$ cat config.mk
export PLATFORM = sky130hd
export DESIGN_NAME = mmio_periph
export DESIGN_NICKNAME = d
export VERILOG_FILES = /design/src/rtl/mmio_periph.sv
export SDC_FILE = /design/constraint.sdc
export NUM_CORES = 1
export LEC_CHECK = 0
export BUFFER_PORTS_ARGS = -buffer_cell sky130_fd_sc_hd__buf_2
export CAP_MARGIN = 20
export CORE_UTILIZATION = 24
export DETAILED_ROUTE_END_ITERATION = 8
export SYNTH_ARGS = -nofsm -noshare
export SYNTH_HDL_FRONTEND = slang
export SYNTH_SLANG_ARGS = --single-unit
$ cat constraint.sdc
create_clock -name clock -period 8.8 [get_ports clock]
set_input_delay 1.76 -clock clock [delete_from_list [all_inputs] [get_ports clock]]
set_output_delay 1.76 -clock clock [all_outputs]
set_load 0.03 [all_outputs]
$ cat src/rtl/mmio_periph.sv
// mmio_periph: 16-word memory-mapped window with LED outputs, synchronised
// button level/press registers and shadow-buffered servo PWM channels.
// Build macro MMIO_PERIPH_DEBOUNCE_EN adds per-button debounce counters;
// without it the debounced level is the synchroniser output.
module mmio_periph #(
   parameter logic [11:0] BASE_ADDR       = 12'h010,
   parameter int unsigned NUM_LED         = 16,
   parameter int unsigned NUM_BTN         = 4,
   parameter int unsigned NUM_SERVO       = 2,
   parameter int unsigned PERIOD_CYCLES   = 1000000,
   parameter int unsigned DEBOUNCE_CYCLES = 500000
) (
   input  logic                 clock,
   input  logic                 reset,
   input  logic [11:0]          addr,
   input  logic                 wr_en,
   input  logic [31:0]          wr_data,
   output logic [31:0]          rd_data,
   output logic                 hit,
   input  logic [NUM_BTN-1:0]   btn_in,
   output logic [NUM_LED-1:0]   led_out,
   output logic [NUM_SERVO-1:0] servo_out
);

   localparam int unsigned WW = 20;
   localparam int unsigned CW = (PERIOD_CYCLES > 1) ? $clog2(PERIOD_CYCLES) : 1;
   localparam logic [WW-1:0] WIDTH_RST  = WW'(PERIOD_CYCLES / 20);
   localparam logic [CW-1:0] FRAME_LAST = CW'(PERIOD_CYCLES - 1);

   logic                 in_win_c;
   logic [3:0]           off_c;
   logic                 wr_c;
   logic [NUM_LED-1:0]   led_q;
   logic [NUM_BTN-1:0]   sync1_q;
   logic [NUM_BTN-1:0]   level_q;
   logic [NUM_BTN-1:0]   level_n_c;
   logic [NUM_BTN-1:0]   rise_c;
   logic [NUM_BTN-1:0]   clr_c;
   logic [NUM_BTN-1:0]   press_q;
   logic [31:0]          rd_n_c;
   logic [CW-1:0]        frame_q;
   logic                 frame_zero_c;
   logic [WW-1:0]        width_q  [NUM_SERVO];
   logic [WW-1:0]        shadow_q [NUM_SERVO];
   logic [WW-1:0]        eff_c    [NUM_SERVO];
   logic                 unused_bits;

   // Window decode and write qualification
   assign in_win_c = (addr[11:4] == BASE_ADDR[11:4]);
   assign off_c    = addr[3:0];
   assign wr_c     = wr_en & in_win_c;
   assign unused_bits = ^{wr_data, 32'(DEBOUNCE_CYCLES)};

   // LED register drives the pins directly
   always_ff @(posedge clock or negedge reset) begin
      if (!reset) begin
         led_q <= '0;
      end else if (wr_c && off_c == 4'd0) begin
         led_q <= wr_data[NUM_LED-1:0];
      end
   end
   assign led_out = led_q;

`ifdef MMIO_PERIPH_DEBOUNCE_EN
   localparam int unsigned DCW = (DEBOUNCE_CYCLES > 1) ? $clog2(DEBOUNCE_CYCLES) : 1;
   localparam logic [DCW-1:0] DB_LAST = DCW'(DEBOUNCE_CYCLES - 1);

   logic [NUM_BTN-1:0] sync2_q;
   logic [DCW-1:0]     db_cnt_q [NUM_BTN];

   // Level flips on the clock that completes a full run of mismatches
   always_comb begin
      level_n_c = level_q;
      for (int i = 0; i < int'(NUM_BTN); i++) begin
         if (sync2_q[i] != level_q[i] && db_cnt_q[i] == DB_LAST) begin
            level_n_c[i] = sync2_q[i];
         end
      end
   end

   // Two-flop synchroniser, debounce counters and debounced level
   always_ff @(posedge clock or negedge reset) begin
      if (!reset) begin
         sync1_q <= '0;
         sync2_q <= '0;
         level_q <= '0;
         for (int i = 0; i < int'(NUM_BTN); i++) begin
            db_cnt_q[i] <= '0;
         end
      end else begin
         sync1_q <= btn_in;
         sync2_q <= sync1_q;
         level_q <= level_n_c;
         for (int i = 0; i < int'(NUM_BTN); i++) begin
            if (sync2_q[i] == level_q[i] || db_cnt_q[i] == DB_LAST) begin
               db_cnt_q[i] <= '0;
            end else begin
               db_cnt_q[i] <= db_cnt_q[i] + DCW'(1);
            end
         end
      end
   end
`else
   // Second synchroniser stage doubles as the level register
   assign level_n_c = sync1_q;

   // Two-flop synchroniser; level_q is the second stage
   always_ff @(posedge clock or negedge reset) begin
      if (!reset) begin
         sync1_q <= '0;
         level_q <= '0;
      end else begin
         sync1_q <= btn_in;
         level_q <= level_n_c;
      end
   end
`endif

   // Press latches: rising debounced edge sets, write-1 clears, set wins
   assign rise_c = level_n_c & ~level_q;
   assign clr_c  = (wr_c && off_c == 4'd2) ? wr_data[NUM_BTN-1:0] : '0;

   always_ff @(posedge clock or negedge reset) begin
      if (!reset) begin
         press_q <= '0;
      end else begin
         press_q <= (press_q & ~clr_c) | rise_c;
      end
   end

   // Read mux for the addressed register
   always_comb begin
      rd_n_c = '0;
      if (in_win_c) begin
         case (off_c)
            4'd0:    rd_n_c = 32'(led_q);
            4'd1:    rd_n_c = 32'(level_q);
            4'd2:    rd_n_c = 32'(press_q);
            default: begin
               for (int k = 0; k < int'(NUM_SERVO); k++) begin
                  if (off_c == 4'(4 + k)) rd_n_c = 32'(width_q[k]);
               end
            end
         endcase
      end
   end

   // Registered read port
   always_ff @(posedge clock or negedge reset) begin
      if (!reset) begin
         rd_data <= '0;
         hit     <= 1'b0;
      end else begin
         rd_data <= rd_n_c;
         hit     <= in_win_c;
      end
   end

   // Servo width registers written by the processor
   always_ff @(posedge clock or negedge reset) begin
      if (!reset) begin
         for (int k = 0; k < int'(NUM_SERVO); k++) width_q[k] <= WIDTH_RST;
      end else begin
         for (int k = 0; k < int'(NUM_SERVO); k++) begin
            if (wr_c && off_c == 4'(4 + k)) width_q[k] <= wr_data[WW-1:0];
         end
      end
   end

   // Shared frame counter
   assign frame_zero_c = (frame_q == '0);

   always_ff @(posedge clock or negedge reset) begin
      if (!reset) begin
         frame_q <= '0;
      end else if (frame_q == FRAME_LAST) begin
         frame_q <= '0;
      end else begin
         frame_q <= frame_q + CW'(1);
      end
   end

   // At count 0 the fresh width applies immediately, otherwise the shadow
   always_comb begin
      for (int k = 0; k < int'(NUM_SERVO); k++) begin
         eff_c[k] = frame_zero_c ? width_q[k] : shadow_q[k];
      end
   end

   // Shadow load at frame start and registered PWM compare
   always_ff @(posedge clock or negedge reset) begin
      if (!reset) begin
         servo_out <= '0;
         for (int k = 0; k < int'(NUM_SERVO); k++) shadow_q[k] <= WIDTH_RST;
      end else begin
         for (int k = 0; k < int'(NUM_SERVO); k++) begin
            if (frame_zero_c) shadow_q[k] <= width_q[k];
            servo_out[k] <= (32'(frame_q) < 32'(eff_c[k]));
         end
      end
   end

endmodule
== Word-level counts from Yosys, hierarchy flattened ==
Cells that the tools add are included.

* Bits in registers: 163
* Input bits: 51
* Word-level logic and storage cells: 41

* $add $sub $neg: 1
* Order comparisons: 2
* Equality and inequality tests: 6
* Mux-type cells: 8
* Bitwise operators: 6
* Reductions and logical operators: 6

{| class="wikitable"
|+ Operators by type and width
! kind !! count
|-
| $pmux W32 S3 || 1
|-
| $mux W20 || 4
|-
| $mux W32 || 2
|-
| $lt A20 B20 Y1 || 2
|-
| $add A20 B1 Y20 const B || 1
|-
| $eq A20 B20 Y1 const B || 1
|-
| $logic_not A20 Y1 || 1
|-
| $and A4 B4 Y4 || 2
|-
| $eq A4 B3 Y1 const B || 2
|-
| $eq A8 B1 Y1 const B || 1
|-
| $not A4 Y4 || 2
|-
| $eq A4 B1 Y1 const B || 1
|-
| $eq A4 B2 Y1 const B || 1
|-
| $logic_and A1 B1 Y1 || 4
|-
| $logic_not A4 Y1 || 1
|-
| $mux W4 || 1
|-
| $or A4 B4 Y4 || 1
|-
| $and A1 B1 Y1 || 1
|}

== Logic depth before layout (Yosys ltp) ==
Gate-level depths: netlist (run 1).

* Depth in word-level cells: 7
* Depth in mapped cells: 14

== Least setup slack after synthesis (run 1) ==
OpenSTA, ideal clock, no wires.

* Path type: reg2reg
* Start point: register frame_q[11]
* End point: register servo_out[0]
* Library setup time: 0.119 ns
* Arrival: 3.524 ns
* Required time: 8.681 ns
* Setup slack: 5.158 ns
* Stages on the path, launching flop included: 13
* Buffers on the path: 2
* Clock period less this slack: 3.642 ns
* Cells stage by stage: dfrtp_1 > or4_1 > nor2_1 > and2_1 > buf_4 > buf_6 > mux2i_1 > ha_1 > nand3_1 > or3_1 > or4_1 > or3_1 > o21ba_1

* Longest elaborated chain between the ends: 3

{| class="wikitable"
|+ RTL lines
! what !! RTL line !! RTL
|-
| start, declared || 41 || <nowiki>logic [CW-1:0] frame_q;</nowiki>
|-
| start signal, assigned || 179 || <nowiki>frame_q <= frame_q + CW'(1);</nowiki>
|-
| $logic_not A20 Y1 || 171 || <nowiki>assign frame_zero_c = (frame_q == '0);</nowiki>
|-
| $mux W20 || 186 || <nowiki>eff_c[k] = frame_zero_c ? width_q[k] : shadow_q[k];</nowiki>
|-
| $lt A20 B20 Y1 (*) || 198 || <nowiki>servo_out[k] <= (32'(frame_q) < 32'(eff_c[k]));</nowiki>
|-
| end signal, assigned by index || 198 ||
|-
| end, declared || 22 || <nowiki>output logic [NUM_SERVO-1:0] servo_out</nowiki>
|}

Every way passes the cells marked *; elsewhere a longest branch is shown, timed or not.
A chain may end at the register's enable or synchronous reset.

== Worst setup path in the final report (run 1) ==
Ends and elaborated chain as after synthesis.

==> results of run 1 <==
==> kinds of logic after synthesis <==
logic type	synth area share [%]
simple gates	8.87
fa+ha+maj	7.07
mux	15.7
flops	53.8
xor+xnor	1.86
compound gates	7.35
buf+inv	5.34
other cells	0.0530
==> routing by layer <==
metal  up-vias  track usage [%]
met5         -                0
li1       2252                -
met3        17             2.87
met1      2242             12.9
met4         0             3.44
met2        76             17.4
==> worst max path at each step <==
| stage | to | slack, ns |
|---|---|---|
| 2_1_floorplan | servo_out[0] | 5.16 |
| 3_3_place_gp | width_q[17] | 4.02 |
| 3_5_place_dp | width_q[10] | 3.98 |
| 4_1_cts | servo_out[0] | 4.01 |
| 5_1_grt | servo_out[0] | 3.80 |
| 6_report | servo_out[0] | 4.05 |
==> critical path, delay by kind of cell, from the launching register on <==
| kind | cells | cell delay, ns |
|---|---|---|
| mux | 1 | 0.41 |
| compound gates | 1 | 0.19 |
| fa+ha+maj | 1 | 0.19 |
| simple gates | 7 | 2.91 |
| flops | 1 | 0.46 |
| buf+inv | 1 | 0.43 |
==> state kept, by name, indices dropped and copies added, names as in the netlist <==
signal	flops
rd_data	20
level_n_c	4
servo_out	2
press_q	4
shadow_q	40
level_q	4
width_q	40
frame_q	20
hit	1
led_out	16
==> cells in the mapped netlist (all sizes together), types with 6 or more instances <==
master	instances	share of area (%)
dfrtp	127	45
mux2	70	11
inv	51	2.7
ha	40	7.1
mux2i	32	4.5
nand2	32	1.7
nor2	32	1.7
o21ai	31	2.2
dfstp	24	8.9
buf	21	2.1
nand3	18	1.3
a22oi	16	1.7
a21oi	14	0.99
clkbuf	10	0.53
xnor2	10	1.2
nand4	6	0.53
==> power breakdown <==
group          leakage, nW  switching, mW  internal (mW)  total (mW)
sequential            1.97        0.00168          0.698       0.699
clock                0.274          0.325          0.373       0.698
combinational         2.00         0.0333         0.0124      0.0457
==> through the flow <==
step / area, sq um / hold WS (ns) / total power, mW / instances
global placement: 7850 / 0.359 / 0.758 / 1041
floorplan: 7120 / 0.354 / 0.733 / 608
detailed placement: 7850 / 0.360 / 0.759 / 1041
finish: 8460 / 0.373 / 1.44 / 1076
CTS: 8410 / 0.373 / 1.46 / 1073
global route: 8460 / 0.378 / 1.50 / 1076
==> final cells by class <==
type / instances / area [sq um]
Fill cell: 2980 / 20400
Sequential cell: 151 / 3810
Multi-Input combinational cell: 375 / 2950
Tap cell: 384 / 480
Timing Repair Buffer: 83 / 468
Clock buffer: 17 / 425
Inverter: 51 / 191
Clock inverter: 15 / 140
==> impl_results.md, run 1 <==
- Final HPWL DP: 10700 microns
- Crit path kind: reg -> reg
- I/O Pins: 102
- Avg Cell Area, Syn: 11.9 sq um
- DRT antenna net count: 0
- Primary FF master, synth: dfrtp_1
- M1 wire length: 6810 microns
- Least-Margin Pin Slew: 1.06 ns
- HP Class: reg -> reg
- Detailed Route WL: 15200 microns
- Commonest cells after routing, fill and taps aside: dfrtp_1, buf_2, mux2_2
- Iteration-0 DRC Markers: 222
- Gr ovfl total: 0
- Final setup margin: 4.05 ns
- Setup_tns: 0 ns
- Hold depth: 0
- Synth warnings: 0
- Worst-path fanout max: 22
- Sequential area share after synthesis: 53.8%
- Maximum vdd drop: 0.000135 V
- CTS Buf Count: 17
- Drt pass-1 iters: 5
- Min cycle time layout: 4.75 ns
- Status: completed
- WL/cell: 14.1 microns
- Clock slew seen by the registers of the worst setup and hold paths: 0.07 ns
- Worst-path cell chain: or4_1 -> nor2_1 -> and2_2 -> buf_4 -> mux2i_1 -> ha_1 -> nand3_1 -> or3_1 -> or4_1 -> or3_1 -> o21ba_1
- GPL Wtd Cong: 0.793
- Core Area: 28900 sq um
- Post-synth EDFFs: 0
- Fin. Hold Viols: 0
- Residual DRC: 0
- Clock sinks: 151
- Post-synth ARST share: 100%
- RSZ-0062 raised after global routing: no
- Arr. time, crit path: 5.06 ns
- H-tree depth: 4
- Endpoint, Worst Hold: level_q[2]
- FP Rows: 62
- Crit path launch type: flop
- Reg-to-Reg Start: frame_q[11]
- Max-slew headroom: 28.6%
- Final Max Slew Viols: 0
- Fmax: 210 MHz
- First-pass GRT wire length: 24600 microns
- Crit-path slowest cell: or4_1
- Nets@finish: 770
- Initial core utilization: 24.5%
- Static Leak: 4.24 nW
- Post-route core utilization: 29.3%
- Commonest non-fill, non-tap cell in the layout: dfrtp_1
- Root Buffer: clkbuf_16
- Final setup viols: 0
- Top sig layer: met4
- Yosys cell types: 51
- Routed vias/inst: 4.26
- GR Util All Layers: 10.4%
- Flops & latches, synth: 151
- Placement Setup Slack: 3.98 ns
- Die width: 174 microns
- Critical path startpoint: frame_q[11]
- Clk_skew: 0.0107 ns
- Worst hold start: level_n_c[2]
- Pin count of the biggest net entering global routing: 88
- I/O Buffers: 77
- Number of max-cap violations: 0
- Antenna cells: 0
- Vias: 4587
- Worst-case clock buffer depth: 2
- Worst Setup End Kind: flop
- Req. time, crit path: 9.11 ns
- Share of layout cells above drive strength 1: 30.8%
- Worst R2R End: servo_out[0]
- Final period util: 54.0%
- Max incr delay on CP: 0.60 ns
- PD cells: 171 nW/um^2
- CTS Hold Bufs: 0
- Post-CTS sizing: 0
- Routed met2 length: 7590 microns
- Initial antenna violation count: 0
- Mapped Area: 7080 sq um
- Die ar.: 30200 sq um
- Worst skew pair latency: 0.43 ns
- Vias in the first global route: 4690
- Area grow syn2layout: 19.6%
- Die Y: 174 microns
- Postcts setup bufs: 0
- Met3 routed WL: 572 microns
- Reg2reg path depth: 11
- Flop2flop setup slack: 4.05 ns
- TritonCTS clock tree: yes
- Gate Count Post-Synth: 597
(Power assumes the default switching activity.)
==> run 2, diff against run 1 <==
--- a/config.mk
+++ b/config.mk
@@ -5,6 +5,7 @@
 export SDC_FILE = /design/constraint.sdc
 export NUM_CORES = 1
 export LEC_CHECK = 0
+export ABC_AREA = 1
 export BUFFER_PORTS_ARGS = -buffer_cell sky130_fd_sc_hd__buf_2
 export CAP_MARGIN = 20
 export CORE_UTILIZATION = 24
==> constraint.sdc (replaced) <==
create_clock -name clock -period 4.9 [get_ports clock]
set_input_delay 0.98 -clock clock [delete_from_list [all_inputs] [get_ports clock]]
set_output_delay 0.98 -clock clock [all_outputs]
set_load 0.03 [all_outputs]
==> run 2 against run 1 <==
Effect of this change: clock skew decreased by 0.0045 ns; sequential share of layout area shrank 1.9 points; via count up 22%; critical path depth up 8; global-route usage increased by 0.54 points; critical endpoint is now servo_out[1]; non-clock buffer count unchanged; flip-flop and latch count unchanged; total power increased by 87%; highest routed layer unchanged; synthesized area increased by 5.3%.
==> impl_results.md, run 2 <==
- Clock sinks: 151
- Routed vias/inst: 4.25
- Clk_skew: 0.00623 ns
- Antenna cells: 0
- CP most frequent cell: nand2_1
- Flops & latches, synth: 151
- PnR Total Power: 2.71 mW
- Delay-heaviest family, CP: simple AND/OR/NAND/NOR gates
- I/O Buffers: 77
- Crit path launch type: flop
- DRT antenna net count: 0
- Final setup viols: 0
- Reg-to-Reg Start: frame_q[0]
- Core Area: 30600 sq um
- WL/cell: 12.4 microns
- Detailed Route WL: 16300 microns
- TritonCTS clock tree: yes
- HP Class: reg -> reg
- Mapped Area: 7450 sq um
- Initial core utilization: 24.4%
- RSZ-0062 raised after global routing: no
- GR Util All Layers: 11.0%
- Max incr delay on CP: 0.42 ns
- Fin. Hold Viols: 0
- Avg Cell Area, Syn: 9.00 sq um
- Residual DRC: 0
- Worst Setup End Kind: flop
- Status: completed
- Worst skew pair latency: 0.43 ns
- Filler Cell Count: 3295
- Bufs and invs on worst path: 4
- Vias in the first global route: 5421
- Static Leak: 4.26 nW
- First-pass GRT wire length: 27300 microns
- Final HPWL DP: 12000 microns
- PD cells: 306 nW/um^2
- Number of max-cap violations: 0
- GPL Wtd Cong: 0.761
- Post-CTS sizing: 0
- Arr. time, crit path: 3.42 ns
- Drt pass-1 iters: 5
- Final Max Slew Viols: 0
- Vias: 5579
- Nets@finish: 996
- Pin count of the biggest net entering global routing: 69
- Post-synth ARST share: 100%
- Most frequent cells after synthesis: nand2_1, inv_1, dfrtp_1
- Clock slew seen by the registers of the worst setup and hold paths: 0.06 ns
- Max-slew headroom: 31.0%
- Commonest cells after routing, fill and taps aside: nand2_1, inv_1, dfrtp_1
- Root Buffer: clkbuf_16
- H-tree depth: 4
- Gate Count Post-Synth: 828
- Worst-path cell chain: inv_1 -> ha_1 -> inv_1 -> nor2_1 -> nand2_1 -> nor2_2 -> nand3_2 -> buf_12 -> inv_1 -> or2_2 -> o21ai_1 -> ha_1 -> nand2_1 -> nor2_1 -> nand2_1 -> o211ai_1 -> nand2_1 -> o2111ai_1 -> a21oi_1
- I/O Pins: 102
- Maximum vdd drop: 0.000212 V
- CTS Buf Count: 17
- Worst-case clock buffer depth: 2
- Setup_tns: 0 ns
- Post-synth top area share: 42.6%
- CTS Hold Bufs: 0
- Primary FF master, synth: dfrtp_1
- Initial antenna violation count: 1
- Iteration-0 DRC Markers: 230
- Share of layout cells above drive strength 1: 21.2%
- Gr ovfl total: 0
- Crit path kind: reg -> reg
- Synth warnings: 0
- Biggest registers after layout: shadow_q x40, width_q x40
- Worst hold start: level_n_c[3]
- Least-Margin Pin Slew: 1.03 ns
- Sequential area share after synthesis: 51.1%
- Crit-path slowest cell: dfrtp_1
- FP Rows: 64
- Commonest non-fill, non-tap cell in the layout: nand2_1
- Fmax: 324 MHz
- Post-synth EDFFs: 0
- Area grow syn2layout: 18.6%
- Postcts setup bufs: 0
- Req. time, crit path: 5.23 ns
- Worst-path fanout max: 65
- Min cycle time layout: 3.09 ns
- Die ar.: 31800 sq um
- Die Y: 178 microns
- Cell with the most instances after synthesis: nand2_1
- Top post-synthesis cells by area: dfrtp_1, dfstp_2, nand2_1
- Post-route core utilization: 28.9%
- Die width: 178 microns
- Leading area contributor after synthesis: dfrtp_1
- Final period util: 63.0%
- Yosys cell types: 45
- Critical path startpoint: frame_q[0]
==> run 2: changes by cell type after synthesis, sizes merged, moves of 8 or more <==
cell,change
inv,+102
xnor2,-8
mux2i,-32
nor3,+8
o21ai,+78
nand2,+138
a21oi,+17
a22oi,-16
mux2,-70
buf,+10
==> run 2: cells by family (layout without fill, tap and decap cells) <==
| logic type | after synthesis | after routing | share of synthesized area, % |
|---|---|---|---|
| DFF | 151 | 151 | 51.1 |
| buffers and inverters | 189 | 268 | 10.7 |
| other | 1 | 12 | 0.0503 |
| AOI/OAI and AO/OA | 179 | 179 | 14.7 |
| xor gates and xnor gates | 7 | 7 | 0.822 |
| adders and majority gates | 40 | 40 | 6.71 |
| and+or+nand+nor | 261 | 261 | 16.0 |
==> run 2: path summary, 6_finish.rpt <==
| check | end | slack, ns | cells past startpoint |
|---|---|---|---|
| max in group asynchronous | shadow_q[15] | 3.34 | 2 |
| hold reg to reg | level_q[3] | 0.37 | 0 |
| min in group asynchronous | shadow_q[1] | 0.54 | 1 |
| setup reg to reg | servo_out[1] | 1.81 | 19 |
| hold / removal | level_q[3] | 0.37 | 0 |
| setup / recovery | servo_out[1] | 1.81 | 19 |
==> run 2: cell type report <==
type                            instances  area [sq um]  share of cell area, %
Clock buffer                           20           457                   5.17
Clock inverter                         12           165                   1.87
Inverter                              153           574                   6.50
Multi-Input combinational cell        499          2890                   32.7
Sequential cell                       151          3810                   43.1
Tap cell                              396           495                   5.61
Timing Repair Buffer                   83           449                   5.08
==> run 2: worst reg2reg max path: stages, from the launching register on <==
cell       delay, ns
dfrtp_1         0.42
inv_1           0.10
ha_1            0.20
inv_1           0.05
nor2_1          0.03
nand2_1         0.08
nor2_2          0.06
nand3_2         0.15
buf_12          0.30
inv_1           0.24
or2_2           0.31
o21ai_1         0.11
ha_1            0.27
nand2_1         0.07
nor2_1          0.04
nand2_1         0.06
o211ai_1        0.09
nand2_1         0.08
o2111ai_1       0.12
a21oi_1         0.21
==> run 2: routing by layer <==
layer / global-route usage (%) / up-vias / share of wire (%)
li1: - / 2827 / -
met4: 2.75 / 0 / 1.1
met2: 17.5 / 117 / 46
met5: 0 / - / 0
met3: 2.60 / 16 / 3.7
met1: 14.8 / 2619 / 49
==> run 2: power breakdown <==
group	internal (mW)	leakage, nW	switching [mW]	total, mW
Clock	0.837	0.300	0.528	1.37
Combinational	0.0194	1.99	0.0642	0.0836
Sequential	1.25	1.97	0.00312	1.26
==> run 2: per-stage QoR <==
stage | instance area [sq um] | cells | setup WS, ns | hold slack [ns]
3_5_place_dp | 8220 | 1282 | 1.60 | 0.364
4_1_cts | 8840 | 1314 | 1.75 | 0.379
2_1_floorplan | 7500 | 839 | 2.52 | 0.354
5_1_grt | 8840 | 1314 | 1.48 | 0.396
3_3_place_gp | 8220 | 1282 | 1.71 | 0.361
6_report | 8840 | 1314 | 1.81 | 0.375
==> run 3, diff against run 2 <==
==> constraint.sdc (replaced) <==
create_clock -name clock -period 3.1 [get_ports clock]
set_input_delay 0.62 -clock clock [delete_from_list [all_inputs] [get_ports clock]]
set_output_delay 0.62 -clock clock [all_outputs]
set_load 0.03 [all_outputs]
==> run 3 against run 2 <==
Effect of this change: count of clock-buffer cells in the layout stayed put; global-route usage is 0.45 points higher; highest routed layer unchanged; combinational power is 63% higher; routed wire length is 5.6% higher.
==> impl_results.md, run 3 (synthesized netlist as in run 2, its figures left out) <==
- Status: completed
- Min cycle time layout: 2.79 ns
- PD cells: 475 nW/um^2
- Clk_skew: 0.00502 ns
- Crit path launch type: flop
- Postcts setup bufs: 0
- Die Y: 178 microns
- Die ar.: 31800 sq um
- Area grow syn2layout: 20.4%
- Post-route core utilization: 29.4%
- Reg-to-Reg Start: frame_q[0]
- Final HPWL DP: 12700 microns
- DRT antenna net count: 0
- Delay-heaviest family, CP: compound AO/OA/AOI/OAI gates
- Drt pass-1 iters: 6
- Req. time, crit path: 3.43 ns
- Commonest cells after routing, fill and taps aside: nand2_1, inv_1, dfrtp_1
- Final setup viols: 0
- Clock sinks: 151
- Fin cells: 1328
- Flop2flop setup slack: 0.31 ns
- Gr ovfl total: 0
- Max-slew headroom: 59.0%
- Core Area: 30600 sq um
- RSZ-0062 raised after global routing: no
- CTS Buf Count: 17
- Worst-case clock buffer depth: 2
- Clock slew seen by the registers of the worst setup and hold paths: 0.06 ns
- Setup_tns: 0 ns
- H-tree depth: 4
- Worst-path cell chain: inv_1 -> ha_1 -> inv_1 -> nor2_1 -> nand2_1 -> nor2_4 -> nand3_4 -> buf_4 -> o21ai_1 -> inv_1 -> ha_1 -> a21oi_1 -> o21ai_0 -> a21oi_1 -> nand2_1 -> a21oi_1
- HP Class: in -> async
- Final period util: 89.9%
- Reg2reg path depth: 16
- Vias: 5680
- Vias in the first global route: 5686
- Crit path kind: reg -> reg
- Pin count of the biggest net entering global routing: 63
- PnR Total Power: 4.27 mW
- Bufs and invs on worst path: 4
- I/O Buffers: 77
- TritonCTS clock tree: yes
- Least-Margin Pin Slew: 0.611 ns
- Final Max Slew Viols: 0
- Detailed Route WL: 17200 microns
- Number of max-cap violations: 0
- Max incr delay on CP: 0.42 ns
- Iteration-0 DRC Markers: 252
- GR Util All Layers: 11.4%
- Initial core utilization: 24.4%
- WL/cell: 12.9 microns
- FP Rows: 64
- Met3 routed WL: 651 microns
- Post-Place Cells: 1295
- Routed met2 length: 8150 microns
- Initial antenna violation count: 0
- Worst-path fanout max: 17
- GPL Wtd Cong: 0.773
- Fin. Hold Viols: 0
- Arr. time, crit path: 3.12 ns
- Worst skew pair latency: 0.42 ns
- Antenna cells: 0
- M1 wire length: 8160 microns
- Nets@finish: 1010
- Root Buffer: clkbuf_16
- I/O Pins: 102
- Fmax: 359 MHz
- Worst hold margin: 0.190 ns
- Share of layout cells above drive strength 1: 22.3%
- First-pass GRT wire length: 28400 microns
- Static Leak: 4.34 nW
- Biggest registers after layout: shadow_q x40, width_q x40
- Die width: 178 microns
- Routed vias/inst: 4.28
- Crit-path slowest cell: dfrtp_1
- Worst Setup End Kind: flop
- Maximum vdd drop: 0.000285 V
- Residual DRC: 0
- Worst R2R End: servo_out[0]
- Commonest non-fill, non-tap cell in the layout: nand2_1
- Top sig layer: met4
## run 3: layer usage
layer,vias to the layer above,global-route usage [%]
met5,-,0
met4,0,4.17
met3,17,2.07
met2,130,18.9
met1,2674,14.8
li1,2859,-
## run 3: worst max-delay path by stage
stage / startpoint / to / slack, ns / depth (start not counted)
3_5_place_dp: frame_q[0] / servo_out[1] / 0.28 / 19
5_1_grt: frame_q[0] / servo_out[1] / 0.03 / 19
4_1_cts: frame_q[0] / servo_out[1] / 0.26 / 19
6_report: frame_q[0] / servo_out[0] / 0.31 / 16
3_3_place_gp: frame_q[0] / servo_out[0] / 0.28 / 18
2_1_floorplan: frame_q[0] / servo_out[1] / 0.72 / 18
## run 3: layout make-up
cell class | instances | area, sq um
sequential | 151 | 3810
multi-input combinational | 499 | 2900
clock buffer | 20 | 447
timing repair buffer | 97 | 584
tap | 396 | 495
fill | 3288 | 21600
clock inverter | 12 | 166
inverter | 153 | 574
## run 3: worst reg2reg max path: cells and delay by family (launching register included)
kind,cells,cell delay (ns)
buffers and inverters,4,0.47
flip-flops,1,0.42
AO/OA/AOI/OAI,5,0.85
AND/OR/NAND/NOR,5,0.51
adder cells (fa/ha/maj),2,0.45
## run 3: repair_timing
action / CTS / global route
setup endpoints to repair: 0 / 2
hold buffers: 0 / 0
resized for setup: 0 / 2
## run 3: report_power, final
group,switching [mW],internal (mW)
clock,0.841,1.30
combinational,0.102,0.0342
sequential,0.00493,1.98
## run 3: per-stage QoR
stage	setup WS [ns]	instance area (sq um)
after detailed placement	0.281	8330
after CTS	0.263	8940
after floorplan	0.724	7500
after global routing	0.0349	8980
after global placement	0.282	8330
final	0.314	8980
